--- config.mk ---
export PLATFORM = sky130hd
export DESIGN_NAME = ffa_fold_scheduler
export DESIGN_NICKNAME = d
export VERILOG_FILES = /design/src/rtl/ffa_fold_scheduler.sv
export SDC_FILE = /design/constraint.sdc
export NUM_CORES = 1
export LEC_CHECK = 0
export BUFFER_PORTS_ARGS = -buffer_cell sky130_fd_sc_hd__buf_2
export CAP_MARGIN = 20
export CORE_ASPECT_RATIO = 1.2
export CORE_MARGIN = 5
export CORE_UTILIZATION = 55
export CTS_CLUSTER_SIZE = 16
export DETAILED_ROUTE_END_ITERATION = 16
export PLACE_DENSITY = 0.79
export REMOVE_ABC_BUFFERS = 1
export SETUP_SLACK_MARGIN = 0.3
export SYNTH_ARGS = -nofsm -noshare
export SYNTH_HDL_FRONTEND = slang
export SYNTH_SLANG_ARGS = --single-unit
--- constraint.sdc ---
create_clock -name clk -period 4.6 [get_ports clk]
set_input_delay 0.23 -clock clk [delete_from_list [all_inputs] [get_ports clk]]
set_output_delay 0.23 -clock clk [all_outputs]
set_load 0.1 [all_outputs]
--- src/rtl/ffa_fold_scheduler.sv ---
// rtl/ffa_fold_scheduler.sv - FFA fold sequencer: clears each trial's profile row, then folds samples into bins.
module ffa_fold_scheduler #(
    parameter int DATA_BUFFER_SIZE  = 16384,
    parameter int PROFILE_BINS      = 256,
    parameter int NUM_TRIAL_PERIODS = 2048,
    parameter int PW                = 16,
    localparam int AW = $clog2(DATA_BUFFER_SIZE),
    localparam int BW = $clog2(PROFILE_BINS),
    localparam int TW = $clog2(NUM_TRIAL_PERIODS)
) (
    input  logic            clk,
    input  logic            rst,
    input  logic            start,
    input  logic            abort,
    input  logic [PW-1:0]   period_min,
    input  logic [TW:0]     num_trials,
    input  logic            stall,
    output logic            busy,
    output logic            done,
    output logic            buf_rd_en,
    output logic [AW-1:0]   buf_rd_addr,
    output logic            prof_we,
    output logic            prof_clr,
    output logic [TW+BW-1:0] prof_addr,
    output logic [PW-1:0]   cur_period
);

    typedef enum logic [2:0] {
        S_IDLE,
        S_CLEAR,
        S_FOLD,
        S_NEXT,
        S_DONE
    } state_t;

    localparam logic [PW-1:0] BINS_P   = PW'(PROFILE_BINS);
    localparam logic [PW:0]   BINS_ACC = (PW+1)'(PROFILE_BINS);
    localparam logic [TW:0]   MAX_T    = (TW+1)'(NUM_TRIAL_PERIODS);
    localparam logic [BW-1:0] LAST_BIN = BW'(PROFILE_BINS - 1);
    localparam logic [AW-1:0] LAST_N   = AW'(DATA_BUFFER_SIZE - 1);

    state_t          state;
    logic [PW-1:0]   p;
    logic [TW:0]     t_total;
    logic [TW-1:0]   trial;
    logic [BW-1:0]   clr_idx;
    logic [AW-1:0]   n;
    logic [PW:0]     acc;
    logic [BW-1:0]   bin;
    logic            pend_valid;
    logic [BW-1:0]   pend_bin;

    logic            active;
    logic [PW:0]     acc_sum;
    logic            bin_step;
    logic [TW:0]     trial_next;

    assign active     = (state == S_CLEAR) || (state == S_FOLD) || (state == S_NEXT);
    // p >= PROFILE_BINS keeps acc < p, so a single conditional subtract is an exact phase step.
    assign acc_sum    = acc + BINS_ACC;
    assign bin_step   = acc_sum >= {1'b0, p};
    assign trial_next = {1'b0, trial} + 1'b1;

    always_ff @(posedge clk or posedge rst) begin
        if (rst) begin
            state      <= S_IDLE;
            p          <= '0;
            t_total    <= '0;
            trial      <= '0;
            clr_idx    <= '0;
            n          <= '0;
            acc        <= '0;
            bin        <= '0;
            pend_valid <= 1'b0;
            pend_bin   <= '0;
        end else if (abort) begin
            state      <= S_IDLE;
            pend_valid <= 1'b0;
        end else if (!(stall && active)) begin
            case (state)
                S_IDLE: begin
                    pend_valid <= 1'b0;
                    if (start) begin
                        p       <= (period_min < BINS_P) ? BINS_P : period_min;
                        t_total <= (num_trials > MAX_T) ? MAX_T : num_trials;
                        trial   <= '0;
                        clr_idx <= '0;
                        state   <= (num_trials == '0) ? S_DONE : S_CLEAR;
                    end
                end
                S_CLEAR: begin
                    clr_idx <= clr_idx + 1'b1;
                    if (clr_idx == LAST_BIN) begin
                        state <= S_FOLD;
                        n     <= '0;
                        acc   <= '0;
                        bin   <= '0;
                    end
                end
                S_FOLD: begin
                    // The accumulate for sample n is issued next cycle, when its data returns.
                    pend_valid <= 1'b1;
                    pend_bin   <= bin;
                    n          <= n + 1'b1;
                    if (bin_step) begin
                        acc <= acc_sum - {1'b0, p};
                        bin <= bin + 1'b1;
                    end else begin
                        acc <= acc_sum;
                    end
                    if (n == LAST_N) begin
                        state <= S_NEXT;
                    end
                end
                S_NEXT: begin
                    pend_valid <= 1'b0;
                    trial      <= trial + 1'b1;
                    p          <= p + 1'b1;
                    clr_idx    <= '0;
                    state      <= (trial_next == t_total) ? S_DONE : S_CLEAR;
                end
                S_DONE: begin
                    state <= S_IDLE;
                end
                default: begin
                    state <= S_IDLE;
                end
            endcase
        end
    end

    assign busy        = active;
    assign done        = (state == S_DONE);
    assign buf_rd_en   = (state == S_FOLD) && !stall;
    assign buf_rd_addr = (state == S_FOLD) ? n : '0;
    assign prof_we     = ((state == S_CLEAR) || pend_valid) && !stall;
    assign prof_clr    = (state == S_CLEAR) && !stall;
    assign prof_addr   = (state == S_CLEAR) ? {trial, clr_idx} :
                         pend_valid         ? {trial, pend_bin} : '0;
    assign cur_period  = active ? p : '0;

endmodule

* Word-level counts from Yosys, hierarchy flattened
Index checks and enable logic that the tools add are counted.
Word-level totals: register bits 98, bits in latches 0, bits in writable memories 0, bits in read-only memories 0, bits of input ports 33, output and inout port bits 54, word-level logic and storage cells 91, memories kept 0
Cells by class: $add $sub $neg 8, multiply operators 0, div/mod/pow operators 0, $lt $le $gt $ge 3, equality and inequality tests 14, shift-type cells 0, mux-type cells 31, bitwise gates (word level) 2, reductions and logical operators 23
Operator list (number):
- 16-bit 2-to-1 mux | 3
- 19-bit 2-to-1 mux | 2
- 17-bit 2-to-1 mux | 2
- 17-bit case mux with 2 select lines | 1
- 16-bit case mux with 2 select lines | 1
- 14-bit 2-to-1 mux | 2
- 14-bit case mux with 2 select lines | 1
- 8-bit 2-to-1 mux | 3
- 8-bit case mux with 3 select lines | 1
- 11-bit case mux with 2 select lines | 1
- 3-bit 2-to-1 mux | 7
- 4-bit AND reduction | 5
- 17-bit by 9-bit adder with 17-bit output, second input constant | 1
- 17-bit by 16-bit greater-or-equal comparator with 1-bit output | 1
- 17-bit by 16-bit subtractor with 17-bit output | 1
- 16-bit by 1-bit adder with 16-bit output, second input constant | 1
- 8-bit by 1-bit adder with 8-bit output, second input constant | 2
- 16-bit by 9-bit < comparator with 1-bit output, second input constant | 1
- 8-bit case mux with 2 select lines | 1
- 14-bit by 1-bit adder with 14-bit output, second input constant | 1
- 14-bit == test, second input constant | 1
- 11-bit by 1-bit adder with 12-bit output, second input constant | 1
- 12-bit == test | 1
- 12-bit > comparator, second input constant | 1
- 26 further kinds | 39

* Longest topological paths before layout
Gate-level depths: netlist of run 1.
depth in word-level cells 6, depth in mapped cells 13, depth with buffers taken out 12

* Worst setup path before layout of run 1
OpenSTA, ideal clock, no wires.
path kind register to output, start point register state[2], end point output prof_addr[1], data arrival time 3.284 ns, required time 4.370 ns, path slack 1.086 ns, cell stages (with the launch flop) 5, buffers on the path 2, cell sequence dfrtp_1 clkbuf_1 or3_1 clkbuf_1 o21ai_0
Between the ends: word-level cells in the longest chain between the ends 2
Ends and longest elaborated chain:
- start: declaration | RTL line 42 | state_t state;
- start signal: assignment | RTL line 88 | state <= (num_trials == '0) ? S_DONE : S_CLEAR;
- start signal: assignment | RTL line 120 | state <= (trial_next == t_total) ? S_DONE : S_CLEAR;
- 3-bit by 1-bit == test with 1-bit output | RTL line 138 | assign prof_addr = (state == S_CLEAR) ? {trial, clr_idx} :
- 19-bit 2-to-1 mux | RTL line 138
- end: declaration | RTL line 24 | output logic [TW+BW-1:0] prof_addr,
No other way between the ends.

* Final worst setup path of run 1
start point register acc[8], end point register acc[12]
Between the ends: word-level cells in the longest chain between the ends 4, elaborated cells on any way between the ends 5, those cells by class add/sub (2); order compare (1); mux (2)
Ends and longest elaborated chain:
- start: declaration | RTL line 48 | logic [PW:0] acc;
- start signal: assignment | RTL line 106 | acc <= acc_sum - {1'b0, p};
- start signal: assignment | RTL line 109 | acc <= acc_sum;
- 17-bit by 9-bit adder with 17-bit output (*) | RTL line 60 | assign acc_sum = acc + BINS_ACC;
- 17-bit by 16-bit subtractor with 17-bit output or 17-bit by 16-bit greater-or-equal comparator with 1-bit output (tied branches) | RTL line 106, 61
- 17-bit 2-to-1 mux (*) | RTL line 105 | if (bin_step) begin
- 17-bit case mux with 2 select lines (*) | RTL line 80 | case (state)
Every way passes the cells marked *; elsewhere a longest branch is shown, timed or not. A chain may end at the register's enable or synchronous reset.

==> impl_metrics.py, run 1 <==
metrics = {
    "clock_network": {
        "h-tree-depth": 3,
        "clk_pin_slew_worst_paths_ns": 0.06,
        "cts_root_buf": "clkbuf_16",
        "numCtsBuffers": 9,
        "cts_hold_buf": 0,
        "clock_latency_ns": 0.35,
        "cts_sinks": 98,
        "cts_resized": 0,
        "tritoncts": "built",
        "cts_setup_buffers": 0,
        "clockBufferDepth": 2,
    },
    "final_layout": {
        "finalNetCount": 916,
        "final_common_cell": "nand2_1",
        "drive_gt1_share_pct": 14.93,
        "n_antenna_cell": 0,
        "final_cell_mix": "nand2_1, dfrtp_1, buf_2, o21ai_0, a21oi_1",
        "syn2layout_area_growth_pct": 12.84,
        "finalInstanceArea_sq_um": 7357,
        "regArea_sq_um": 2452,
        "fillerInstances": 993,
        "multi_input_area_sq_um": 3806,
    },
    "sta": {
        "whs_ns": -0.009653,
        "setup_viol": 0,
        "fmax_mhz": 273.4,
        "clock_skew_ns": 0.004734,
        "min_period_ns": 3.658,
        "worst_pin_slew_ns": 0.9716,
        "relSlewSlack_pct": 35.23,
        "finalHoldViolations": 26,
        "totalNegativeSetupSlack_ns": 0,
        "fin_crit_sh_pct": 79.52,
        "rsz0062_at_grt": "no",
        "slew_viol_final": 0,
    },
    "setup_path": {
        "required_ns": 4.87,
        "r2r-start": "acc[8]",
        "reg2reg_depth": 12,
        "r2r_setup_slack_ns": 0.94,
        "cp-start-kind": "flip-flop",
        "critPathTopFamily": "simple AND/OR/NAND/NOR gates",
        "r2r-end": "acc[12]",
        "worstSetupPathType": "reg -> reg",
        "critPathSlowestCell": "or3_4",
        "crit_path_max_incr_delay_ns": 0.53,
        "worst-path-buf-inv": 0,
        "worst_setup_path_end_kind": "flip-flop",
        "crit_fanout": 12,
        "crit_top_cell": "ha_1",
        "worstPathArrival_ns": 3.93,
        "crit_chain": "ha_1, nand3_1, nor2_1, xor2_1, ha_1, and4_1, and2_1, a21oi_1, o211ai_1, or3_4, or4_1, o221ai_1",
    },
    "routing": {
        "initialDrtViolationCount": 503,
        "wirelength_mm": 18.01,
        "dr.pass1.iters": 6,
        "post_drt_via_cell_ratio": 6.263,
        "ant_nets": 0,
        "drc_errors": 0,
        "vias": 6395,
        "wire_per_inst_um": 17.64,
    },
    "yosys": {
        "yosysSeqAreaShare_pct": 37.61,
        "synth.distinct_cells": 69,
        "ys_async_sr_fraction_pct": 100.0,
        "ys_ff_latch": 98,
        "synth_area_leaders": "dfrtp_1, o21ai_0, nand2_1, a21oi_1, ha_1",
        "syn_area_per_cell_sq_um": 8.201,
        "mappedNetlistArea_sq_um": 6520,
        "yosysTopAreaCell": "dfrtp_1",
        "synth_cells": 795,
        "ys_warn_count": 0,
        "ys.flop_type": "dfrtp_1",
        "synth_top_area_share_pct": 37.61,
        "synth-edff-count": 0,
    },
    "power_and_ir_drop": {
        "p_sw_mw": 0.8150,
        "sw_frac_of_total_pct": 34.87,
        "p_clk_share_pct": 32.6,
        "seqPwrFrac_pct": 41.7,
        "irDropWorstVdd_v": 0.0002292,
        "leakagePower_nw": 3.536,
        "p_per_area_nw_per_um2": 317.7,
        "p_int_mw": 1.522,
        "pwr-share-comb_pct": 25.7,
    },
    "global_route": {
        "grt_use_total_pct": 25.84,
        "grt_pass1_wl_mm": 29.34,
        "gr-total-overflow": 0,
        "use_met2_pct": 42.58,
        "grt_busiest_layer": "met2",
        "grt_use_met3_pct": 3.986,
        "grtUsageMet1_pct": 34.35,
        "antenna_found_initial": 0,
        "grt_pass1_vias": 5926,
        "grt_max_degree": 57,
    },
    "flow_run": {
        "cap_violations": 0,
    },
    "floorplan": {
        "die_w_um": 109.4,
        "core_area_sq_um": 11570,
        "dieHeight_um": 129.3,
        "start_util_pct": 56.37,
        "ioPinCount": 87,
        "die-area_sq_um": 14140,
        "core.rowCount": 43,
    },
    "status": {
        "violations": "hold timing",
        "run_status": "finished, violations left",
    },
    "placed_design": {
        "dpl_cell_area_sq_um": 7063,
        "dp_hpwl_mm": 12.98,
        "port-buffer-count": 86,
        "place_congestion": 0.9343,
    },
    "min_path": {
        "hold_path_class": "in -> async",
    },
}
[sequential cells by signal, summed over array words and instances, names as in the netlist]
signal,count
state,3
p,16
t_total,12
clr_idx,8
n,14
pend_bin,8
bin,8
acc,17
trial,11
pend_valid,1
[area by class of cell]
cell class,count,share of cell area (%)
clock inverter,5,0.7483
clock buffer,10,3.248
inverter,29,1.497
sequential,98,33.33
multi-input combinational,627,51.73
timing repair buffer,95,6.769
tap,157,2.670
[power by group through the flow]
stage	clock (mW)	combinational, mW	sequential [mW]
after floorplan	0	0.451	0.969
after global placement	0	0.580	0.982
after detailed placement	0	0.595	0.986
after CTS	0.764	0.596	0.971
after global routing	0.798	0.654	0.980
final	0.762	0.601	0.974
[cells in the mapped netlist (3+ instances only)]
| cell | count |
|---|---|
| and4_1 | 3 |
| nor2b_1 | 13 |
| o21a_1 | 3 |
| nand3_1 | 35 |
| nand2b_1 | 9 |
| o22ai_1 | 6 |
| a22o_1 | 17 |
| a21o_1 | 5 |
| o211ai_1 | 5 |
| a221oi_1 | 3 |
| clkbuf_1 | 39 |
| a31oi_1 | 12 |
| o21ai_0 | 77 |
| a211oi_1 | 4 |
| nor3_2 | 3 |
| a21oi_1 | 63 |
| a32oi_1 | 4 |
| xnor2_1 | 18 |
| and3_1 | 36 |
| o31ai_1 | 8 |
| dfrtp_1 | 98 |
| xor2_1 | 18 |
| or3_1 | 8 |
| ha_1 | 22 |
| inv_1 | 29 |
| nor2_1 | 47 |
| and2_1 | 6 |
| nand2_1 | 100 |
| nor3_1 | 32 |
| o2bb2ai_1 | 3 |
| mux2i_1 | 3 |
| o311ai_0 | 4 |
| nand4_1 | 10 |
| o32ai_1 | 3 |
| nor4_1 | 9 |
[worst max-delay path by stage]
stage / start / endpoint / slack (ns) / cells past startpoint
after global routing: acc[8] / acc[12] / 0.77 / 12
final: acc[8] / acc[12] / 0.94 / 12
after CTS: acc[8] / acc[12] / 1.05 / 12
after floorplan: state[2] / prof_addr[1] / 1.03 / 2
after detailed placement: acc[8] / acc[12] / 1.08 / 12
after global placement: acc[8] / acc[12] / 1.17 / 12
[through the flow]
step	setup WS (ns)	cells	util (%)	power [mW]
floorplan	1.030	754	-	1.419
global placement	1.175	1006	61.06	1.561
detailed placement	1.085	1006	61.06	1.581
CTS	1.049	1021	63.60	2.331
global route	0.7650	1021	63.60	2.432
finish	0.9419	1021	63.60	2.337
[layer usage]
metal | share of wire [%] | vias to the layer above | wire length, um
met5 | 0 | - | 0
met4 | 2.2 | 0 | 389
met3 | 6.6 | 35 | 1194
met2 | 49 | 266 | 8746
met1 | 43 | 3057 | 7680
li1 | - | 3037 | -
[kinds of logic (layout without fill, tap and decap cells)]
kind of cell | count (synthesis) | in the layout | synth area share [%]
simple gates | 320 | 320 | 24.35
compound gates | 242 | 242 | 23.53
flops | 98 | 98 | 37.61
buf+inv | 70 | 139 | 4.164
xor+xnor | 36 | 36 | 4.836
fa+ha+maj | 23 | 23 | 4.529
mux | 6 | 6 | 0.9787
Power figures use the tool's default switching activity.
==> inputs of run 2 (changes only) <==
==> constraint.sdc (replaced) <==
create_clock -name clk -period 3.4 [get_ports clk]
set_input_delay 0.17 -clock clk [delete_from_list [all_inputs] [get_ports clk]]
set_output_delay 0.17 -clock clk [all_outputs]
set_load 0.1 [all_outputs]
==> run 2 against run 1 <==
  * The run now ends clean
  * Critical path depth is 1 lower
  * Setup slack worse by 0.62 ns
  * Clock power is 38% higher
  * Design area is 3.5% higher
  * Count of clock-buffer cells in the layout is 1 higher
  * Global-route usage is 0.56 points higher
  * Power is 38% higher
  * Worst hold slack better by 0.067 ns
  * Wire length is 2.9% higher
  * Flip-flop and latch count stayed put
  * Largest power group unchanged
  * Clock skew is 0.0045 ns higher
  * Via count is 1.8% higher
  * Critical path type unchanged
==> impl_metrics.py, run 2 (same netlist as run 1, synthesis figures left out) <==
metrics = {
    "sta": {
        "whs_ns": 0.05771,
        "slew_viol_final": 0,
        "clock_skew_ns": 0.009241,
        "fmax_mhz": 324.4,
        "worst_slack_ns": 0.3176,
        "finalHoldViolations": 0,
        "rsz0062_at_grt": "yes",
        "setup_viol": 0,
        "worst_pin_slew_ns": 0.8606,
        "fin_crit_sh_pct": 90.66,
        "relSlewSlack_pct": 42.49,
        "min_period_ns": 3.082,
    },
    "routing": {
        "wire_per_inst_um": 17.78,
        "vias": 6511,
        "wirelength_mm": 18.53,
        "initialDrtViolationCount": 533,
        "ant_nets": 0,
        "drc_errors": 0,
        "dr.pass1.iters": 5,
        "post_drt_via_cell_ratio": 6.249,
    },
    "placed_design": {
        "place_congestion": 0.9160,
        "dp_hpwl_mm": 13.19,
        "dpl_worst_slack_ns": 0.01614,
        "port-buffer-count": 86,
        "dp_cells": 1013,
    },
    "setup_path": {
        "critPathTopFamily": "simple AND/OR/NAND/NOR gates",
        "worst-path-buf-inv": 0,
        "reg2reg_depth": 11,
        "crit_fanout": 8,
        "worstSetupPathType": "reg -> reg",
        "r2r_setup_slack_ns": 0.32,
        "worstPathArrival_ns": 3.34,
        "r2r-end": "acc[12]",
        "required_ns": 3.66,
        "cp_num_cells": 11,
        "crit_path_max_incr_delay_ns": 0.49,
        "crit_chain": "ha_4, nand3_4, xnor2_1, ha_1, a21o_1, a21o_1, a21oi_2, o211ai_1, or3_4, or4_4, o221ai_2",
        "critPathSlowestCell": "or4_4",
        "cp-start-kind": "flip-flop",
        "worst_setup_path_end_kind": "flip-flop",
        "crit_top_cell": "a21o_1",
        "r2r-start": "acc[9]",
    },
    "min_path": {
        "min_delay_path_depth": 2,
        "hold_end": "t_total[1]",
        "holdCritStartpoint": "num_trials[1]",
        "hold_path_class": "in -> reg",
    },
    "floorplan": {
        "die-area_sq_um": 14140,
        "core_area_sq_um": 11570,
        "dieHeight_um": 129.3,
        "start_util_pct": 56.37,
        "ioPinCount": 87,
        "die_w_um": 109.4,
        "core.rowCount": 43,
    },
    "global_route": {
        "gr-total-overflow": 0,
        "antenna_found_initial": 0,
        "grt_use_total_pct": 26.40,
        "grt_max_degree": 41,
        "grt_pass1_wl_mm": 29.99,
        "grt_pass1_vias": 6050,
    },
    "final_layout": {
        "finalNetCount": 936,
        "syn2layout_area_growth_pct": 16.75,
        "largest-register": "acc",
        "largestRegisters": "acc x17, p x16, n x14",
        "largest_reg_flops": 17,
        "drive_gt1_share_pct": 18.31,
        "final_common_cell": "nand2_1",
        "n_antenna_cell": 0,
        "final_core_util_pct": 65.81,
        "final_cell_mix": "nand2_1, dfrtp_1, buf_2, o21ai_0, a21oi_1",
        "stdcell_count": 1042,
    },
    "status": {
        "run_status": "finished, final reports clean",
    },
    "clock_network": {
        "numCtsBuffers": 9,
        "clk_pin_slew_worst_paths_ns": 0.07,
        "cts_sinks": 98,
        "clock_latency_ns": 0.35,
        "cts_root_buf": "clkbuf_16",
        "h-tree-depth": 3,
        "clockBufferDepth": 2,
        "tritoncts": "built",
    },
    "power_and_ir_drop": {
        "irDropWorstVdd_v": 0.0002337,
        "leakagePower_nw": 3.658,
        "p_per_area_nw_per_um2": 422.2,
        "power_mw": 3.214,
    },
    "flow_run": {
        "cap_violations": 0,
    },
}
==> run 2: cell count changes in the layout (fill, tap and decap cells not counted), moves of 2 or more <==
cell      before  now
ha_1          22   19
ha_2           0    2
a21oi_2        0    2
buf_6          0    2
buf_4          9   26
a21oi_1       63   61
o311ai_0       4    2
o311ai_1       0    2
==> run 2: final cells by class <==
type | count | area, sq um
Fill cell | 947 | 3955
Multi-Input combinational cell | 627 | 3890
Sequential cell | 98 | 2452
Timing Repair Buffer | 115 | 658.1
Clock buffer | 11 | 252.7
Tap cell | 157 | 196.4
Inverter | 29 | 110.1
Clock inverter | 5 | 52.55
==> run 2: what timing repair did <==
action,in CTS,in global routing
hold buffers,1,0
pin swaps,3,11
endpoints found under the hold margin,38,0
endpoints found under the setup margin,23,24
setup buffers,10,2
gates resized for setup,7,14
==> run 2: worst reg2reg max path, delay by kind of cell (launching register included) <==
kind                     cells  cell delay [ns]
AND/OR/NAND/NOR              3             1.08
AO/OA/AOI/OAI                5             0.77
flip-flops                   1             0.42
adder cells (fa/ha/maj)      2             0.56
XOR/XNOR                     1             0.16
==> run 2: power breakdown <==
group	total [mW]	leakage, nW	internal (mW)	switching [mW]
logic	0.847	2.21	0.264	0.583
clock network	1.05	0.151	0.607	0.445
registers	1.32	1.30	1.24	0.0793
==> run 2: metrics by stage <==
step	TNS [ns]	instance area (sq um)
global route	0	7612
finish	0	7612
detailed placement	0	7116
floorplan	-0.5846	6357
global placement	0	7116
CTS	0	7542
==> run 2: worst max-delay path by stage <==
stage,start,endpoint,slack (ns)
detailed placement,acc[9],acc[12],0.02
finish,acc[9],acc[12],0.32
CTS,acc[9],acc[12],0.32
global route,acc[9],acc[10],0.20
global placement,acc[9],acc[12],0.09
floorplan,state[2],acc[16],-0.12
==> run 2: per-layer routing <==
metal	global-route usage, %	vias up	part of all wire (%)
li1	-	3069	-
met1	36.08	3121	42
met2	43.66	285	49
met3	4.086	36	6.4
met4	7.337	0	2.2
met5	0	-	0
==> inputs of run 3 (changes only) <==
--- a/config.mk
+++ b/config.mk
@@ -8,7 +8,6 @@
 export BUFFER_PORTS_ARGS = -buffer_cell sky130_fd_sc_hd__buf_2
 export CAP_MARGIN = 20
 export CORE_ASPECT_RATIO = 1.2
-export CORE_MARGIN = 5
 export CORE_UTILIZATION = 55
 export CTS_CLUSTER_SIZE = 16
 export DETAILED_ROUTE_END_ITERATION = 16
==> run 3 against run 2 <==
  * Count of clock-buffer cells in the layout unchanged
  * Register-to-register slack got worse by 0.097 ns
  * Flip-flop and latch count unchanged
  * Utilization increased by 0.32 points
  * Setup slack got worse by 0.097 ns
  * Design area increased by 0.49%
  * Critical path depth increased by 1
  * Sequential share of layout area decreased by 0.14 points
  * Combinational power increased by 2%
  * Worst hold slack got worse by 0.0074 ns
  * Sequential power about the same
  * Largest power group unchanged
==> impl_metrics.py, run 3 (same netlist as run 1, synthesis figures left out) <==
metrics = {
    "global_route": {
        "grt_pass1_vias": 6151,
        "gr-total-overflow": 0,
        "antenna_found_initial": 0,
        "grt_max_degree": 36,
        "grt_use_total_pct": 30.99,
        "grt_pass1_wl_mm": 30.10,
    },
    "sta": {
        "clock_skew_ns": 0.01057,
        "setup_viol": 0,
        "fmax_mhz": 314.5,
        "fin_crit_sh_pct": 93.51,
        "worst_pin_slew_ns": 0.8869,
        "whs_ns": 0.05029,
        "min_period_ns": 3.179,
        "rsz0062_at_grt": "yes",
        "finalHoldViolations": 0,
        "slew_viol_final": 0,
        "relSlewSlack_pct": 40.73,
        "worst_slack_ns": 0.2208,
    },
    "floorplan": {
        "die-area_sq_um": 12300,
        "core_area_sq_um": 11570,
        "core.rowCount": 43,
        "start_util_pct": 56.37,
        "ioPinCount": 87,
        "die_w_um": 101.4,
        "dieHeight_um": 121.3,
    },
    "final_layout": {
        "largest-register": "acc",
        "n_antenna_cell": 0,
        "largestRegisters": "acc x17, p x16, n x14",
        "syn2layout_area_growth_pct": 17.33,
        "final_cell_mix": "nand2_1, dfrtp_1, buf_2, o21ai_0, a21oi_1",
        "largest_reg_flops": 17,
        "final_common_cell": "nand2_1",
        "fillerInstances": 972,
        "final_core_util_pct": 66.13,
        "drive_gt1_share_pct": 18.60,
        "stdcell_count": 1044,
        "finalNetCount": 938,
    },
    "setup_path": {
        "worst_setup_path_end_kind": "flip-flop",
        "crit_fanout": 7,
        "worstPathArrival_ns": 3.44,
        "worstSetupPathType": "reg -> reg",
        "required_ns": 3.66,
        "cp-start-kind": "flip-flop",
    },
    "routing": {
        "drc_errors": 0,
        "vias": 6488,
        "wirelength_mm": 18.32,
        "ant_nets": 0,
        "initialDrtViolationCount": 591,
        "post_drt_via_cell_ratio": 6.215,
        "dr.pass1.iters": 5,
        "wire_per_inst_um": 17.55,
    },
    "clock_network": {
        "cts_sinks": 98,
        "numCtsBuffers": 9,
        "cts_root_buf": "clkbuf_16",
        "clk_pin_slew_worst_paths_ns": 0.07,
        "h-tree-depth": 3,
        "clockBufferDepth": 2,
        "clock_latency_ns": 0.35,
        "tritoncts": "built",
    },
    "power_and_ir_drop": {
        "leakagePower_nw": 3.671,
        "irDropWorstVdd_v": 0.0003046,
        "p_per_area_nw_per_um2": 422.0,
    },
    "placed_design": {
        "dpl_worst_slack_ns": -0.07589,
        "dp_cells": 1014,
        "port-buffer-count": 86,
        "dp_hpwl_mm": 13.01,
        "place_congestion": 0.9592,
    },
    "flow_run": {
        "cap_violations": 0,
    },
    "status": {
        "run_status": "finished, final reports clean",
    },
    "min_path": {
        "hold_path_class": "in -> reg",
    },
}
## run 3: per-stage QoR
step                      power, mW  setup TNS (ns)  area (sq um)
after floorplan               1.920         -0.5846          6357
after global placement        2.120               0          7123
after detailed placement      2.143        -0.07589          7123
after CTS                     3.193               0          7535
after global routing          3.357               0          7650
final                         3.228               0          7650
## run 3: critical path, stage by stage, from the launching register on
cell and delay [ns]:
dfrtp_1 0.44, buf_6 0.13, nand4_1 0.17, nor2_1 0.19, xor2_1 0.21, ha_1 0.28, and4_1 0.17, and2_4 0.17
and3_1 0.18, o211a_4 0.15, or3_4 0.43, or4_4 0.50, o221ai_2 0.07
## run 3: area by class of cell
| cell class | count | area, sq um | area share [%] |
|---|---|---|---|
| clock buffer | 11 | 252.7 | 3.304 |
| multi-input combinational | 627 | 3911 | 51.13 |
| tap | 157 | 196.4 | 2.568 |
| clock inverter | 5 | 52.55 | 0.6869 |
| sequential | 98 | 2454 | 32.07 |
| timing repair buffer | 117 | 673.1 | 8.799 |
| inverter | 29 | 110.1 | 1.439 |
## run 3: timing repair
item,4_1_cts,5_1_grt
pin swaps,5,14
hold buffers,1,0
resized for setup,7,16
setup endpoints to repair,24,24
gates cloned,0,0
hold endpoints to repair,33,0
buffers inserted,8,5
## run 3: final timing paths
check | start | end | depth (start not counted) | slack, ns
worst max-delay path | acc[9] | acc[12] | 12 | 0.22
worst min-delay path | num_trials[1] | t_total[1] | 2 | 0.05
worst max register to register | acc[9] | acc[12] | 12 | 0.22
worst min register to register | pend_bin[2] | pend_bin[2] | 2 | 0.48
max in group asynchronous | rst | state[1] | 4 | 2.12
min in group asynchronous | rst | p[15] | 3 | 0.43
## run 3: routing by layer
layer,track usage (%),vias up,share of wire [%],wire length [um]
li1,-,3075,-,-
met1,40.06,3057,42,7630
met2,50.85,309,49,8930
met3,4.435,47,6.8,1252
met4,14.67,0,2.8,510
met5,0,-,0,0
## run 3: report_power, final
group | internal (mW) | total (mW) | switching (mW)
combinational | 0.268 | 0.861 | 0.593
sequential | 1.24 | 1.32 | 0.0788
clock | 0.607 | 1.05 | 0.445
